**src/rtl/fsm_evt_gate.sv**
```systemverilog
// fsm_evt_gate: activation-counting sequence controller with registered one-cycle transition codes.
// Output gating of masked source states is compiled in only when FSM_EVT_GATE_EN is defined.
module fsm_evt_gate #(
    parameter int         IN_W        = 13,
    parameter int         OUT_W       = 20,
    parameter int         CNT_W       = 4,
    parameter int         THRESH      = 5,
    parameter int         HOLD_CYC    = 3,
    parameter logic [4:0] MASK_STATES = 5'b00100
) (
    input  logic             clk,
    input  logic             rst,
    input  logic             in_valid,
    input  logic [IN_W-1:0]  x,
    output logic [OUT_W-1:0] y,
    output logic [2:0]       state_o,
    output logic [CNT_W-1:0] cnt_o,
    output logic             gated_o
);
    typedef enum logic [2:0] {IDLE = 3'd0, ARM = 3'd1, RUN = 3'd2, HOLD = 3'd3, DONE = 3'd4} state_t;
    localparam int              TW      = $clog2(HOLD_CYC + 1);
    localparam logic [7:0]      MASK    = {3'b000, MASK_STATES};
    localparam logic [CNT_W-1:0] CNT_MAX = '1;
    state_t           state, state_n;
    logic [TW-1:0]    tmr, tmr_n;
    logic [CNT_W-1:0] cnt, cnt_n;
    logic [OUT_W-1:0] y_n;
    logic             take, flag;
    assign flag    = in_valid & x[IN_W-1];
    assign state_o = state;
    assign cnt_o   = cnt;
`ifdef FSM_EVT_GATE_EN
    assign gated_o = cnt >= CNT_W'(THRESH);
`else
    assign gated_o = 1'b0;
`endif
    always_comb begin
        state_n = state;
        tmr_n   = tmr;
        cnt_n   = cnt;
        case (state)
            IDLE: if (in_valid && x[0]) state_n = ARM;
            ARM: begin
                if (in_valid && x[1]) state_n = RUN;
                else if (in_valid && x[2]) state_n = IDLE;
            end
            RUN: begin
                if (in_valid && x[3]) begin
                    state_n = HOLD;
                    tmr_n   = '0;
                    cnt_n   = (cnt == CNT_MAX) ? cnt : cnt + 1'b1;
                end else if (in_valid && x[2]) state_n = IDLE;
            end
            HOLD: begin
                if (in_valid && x[2]) state_n = IDLE;
                else if (tmr == TW'(HOLD_CYC - 1)) state_n = DONE;
                else tmr_n = tmr + 1'b1;
            end
            DONE: state_n = IDLE;
            default: state_n = IDLE;
        endcase
        // illegal encodings recover to IDLE silently, so they never count as a transition
        take = (state_n != state) && (state <= DONE);
        y_n  = (take && !(gated_o && MASK[state]))
             ? ((OUT_W'(1) << state_n) | {flag, {(OUT_W-1){1'b0}}}) : '0;
    end
    always_ff @(posedge clk) begin
        if (rst) begin
            state <= IDLE;
            tmr   <= '0;
            cnt   <= '0;
            y     <= '0;
        end else begin
            state <= state_n;
            tmr   <= tmr_n;
            cnt   <= cnt_n;
            y     <= y_n;
        end
    end
endmodule

```
**config.mk**
```make
export PLATFORM = sky130hd
export DESIGN_NAME = fsm_evt_gate
export DESIGN_NICKNAME = d
export VERILOG_FILES = /design/src/rtl/fsm_evt_gate.sv
export SDC_FILE = /design/constraint.sdc
export NUM_CORES = 1
export LEC_CHECK = 0
export ABC_CLOCK_PERIOD_IN_PS = 2400
export CAP_MARGIN = 25
export CORE_ASPECT_RATIO = 0.7
export CORE_MARGIN = 1
export CORE_UTILIZATION = 30
export CTS_CLUSTER_SIZE = 12
export DETAILED_ROUTE_END_ITERATION = 10
export DONT_BUFFER_PORTS = 1
export PLACE_DENSITY_LB_ADDON = 0.1
export SYNTH_ARGS = -nofsm -noshare
export SYNTH_HDL_FRONTEND = slang
export SYNTH_SLANG_ARGS = --single-unit
```
**constraint.sdc**
```tcl
create_clock -name clk -period 2.4 [get_ports clk]
set_input_delay 0.48 -clock clk [delete_from_list [all_inputs] [get_ports clk]]
set_output_delay 0.48 -clock clk [all_outputs]
set_load 0.1 [all_outputs]
```
==> impl_metrics.yaml <==
sta:
  rsz0062_at_grt: "false"
  final.hold.worst_slack_ns: 0.289
  setup_viol: 0
  tns_ns: 0
  hold_viol: 0
  final_max_slew_viol_count: 0
  skew_ns: 0.00299
  period_share_pct: 72.2
  fin_crit_ns: 1.73
  fmax_mhz: 577
synth:
  yosysMostFrequentCell: "dfxtp_1"
  post_synth_main_area_contributors: "dfxtp_1, buf_4, nand3_1"
  async_flop_share_pct: 0
  netlist.area_leader.share_pct: 37.3
  synth_common_cells: "dfxtp_1, buf_4, nand2_1, nor2_1, nand3_1"
  yosysUniqueCellTypes: 38
  synth_warnings: 0
  netlist_area_um2: 967
  ys.flop_type: "dfxtp_1"
  synth_area_leader_cell: "dfxtp_1"
  synth.ff_latch_count: 18
  postSynthCellCount: 102
  synth-edff-count: 0
  avgSynthCellArea_um2: 9.48
  synth_seq_area_share_pct: 37.3
worst_setup_path:
  crit_path_max_fanout: 12
  arrival_ns: 1.85
  startpoint_type: "flop"
  cp_data_required_time_ns: 2.52
  end_kind: "flop"
  critPathKind: "flop to flop"
grt:
  grt_antenna_before_repair: 0
  grt-ovfl-total: 0
  grt_pass1_wl_um: 3190
  grt_max_degree: 13
  grtUsageTotal_pct: 12.0
  grt_pass1_vias: 655
clock_network:
  cts_sinks: 18
  cts_root_buf: "clkbuf_8"
  numCtsBuffers: 3
  clk_pin_slew_ns: 0.07
  cts_tree: "yes"
  htree_num_levels: 1
  cts_resized: 0
  cts_buffer_depth: 2
  postCtsSetupRepairBufs: 0
  clk_latency_ns: 0.25
  hold_buffers: 0
floorplanning:
  start_util_pct: 33.1
  num_rows: 16
  die_w_um: 69.9
  dieArea_um2: 3460
  io_pins: 44
  dieHeight_um: 49.5
  core_region_area_um2: 2920
final_layout:
  layout.area.seq_um2: 360
  multi_input_area_um2: 539
  nets: 140
  area_growth_pct: 16.6
  drive_above_1_share_pct: 27.3
  nFillCells: 296
  insertedDiodeCount: 0
power:
  total_power_mw: 0.742
  p_per_area_nw_per_um2: 659
  vdd_ir_drop_max_uv: 180
  leakage_nw: 0.473
drt:
  finalWirelength_um: 1910
  via_per_inst: 4.55
  antenna_left: 0
  dr.pass1.iters: 4
  routedWlPerCell_um: 12.2
  drt_iter0_markers: 19
  vias: 714
  drc: 0
min_path:
  hp-class: "input port to flop"
placement:
  io_buffers: 0
  gp_congestion: 0.773
  hpwl_um: 1470
run_status:
  status: "completed"
run:
  drv_cap: 0
cell type report:
class                   instances  share of cell area (%)
flip-flops and latches         18                    32.0
multi-input cells              81                    47.8
inverters                       2                   0.666
clock buffers                   4                    4.88
repair buffers                 16                    10.7
well taps                      36                    4.00
path summary, 6_finish.rpt:
kind / startpoint / to / slack [ns] / depth (start not counted)
setup / recovery: state_o[1] / y[1] / 0.67 / 4
hold / removal: rst / tmr[1] / 0.29 / 1
setup reg to reg: state_o[1] / y[1] / 0.67 / 4
hold reg to reg: tmr[1] / tmr[1] / 0.46 / 2
registers in the layout, indices dropped and copies added, names as in the netlist:
name / cells
y: 9
cnt_o: 4
state_o: 3
tmr: 2
power by group:
part	switching (mW)	internal, mW
clock	0.100	0.146
sequential	0.00682	0.306
combinational	0.156	0.0281
total	0.263	0.479
critical path, stage by stage, from the launching register on:
cell and delay [ns]:
dfxtp_1 0.61, mux2i_1 0.32, nor2_1 0.13, a2111oi_4 0.41
a221oi_2 0.13
cells in the final DEF, fill, tap and decap left out, drive strengths merged, types with 3 or more instances in the layout:
| cell | n |
|---|---|
| nand3 | 7 |
| a21oi | 4 |
| clkbuf | 4 |
| conb | 15 |
| nor2 | 7 |
| dfxtp | 18 |
| nand2b | 3 |
| o21ai | 4 |
| and2b | 4 |
| nand2 | 8 |
| nor3 | 4 |
| buf | 16 |
layer usage:
layer,global-route usage (%),part of all wire (%),vias to the layer above
met5,0,0,-
met1,17.4,54,311
met3,6.13,6.5,2
li1,-,-,370
met2,16.3,39,31
met4,1.00,0.21,0
metrics by stage:
step | cells | area [µm²] | worst slack, ns | util [%]
detailed placement | 153 | 1070 | 0.682 | 36.7
global route | 157 | 1130 | 0.564 | 38.6
CTS | 157 | 1130 | 0.654 | 38.6
floorplan | 116 | 1020 | 0.183 | -
finish | 157 | 1130 | 0.666 | 38.6
global placement | 153 | 1070 | 0.668 | 36.7
cells by family after synthesis:
family	after synthesis	share of synthesized area, %
compound gates	17	15.9
xor+xnor	2	1.81
fa+ha+maj	2	2.59
buf+inv	17	12.4
flops	18	37.3
mux	2	2.07
other cells	1	0.388
simple gates	43	27.6
Power figures use the tool's default switching activity.
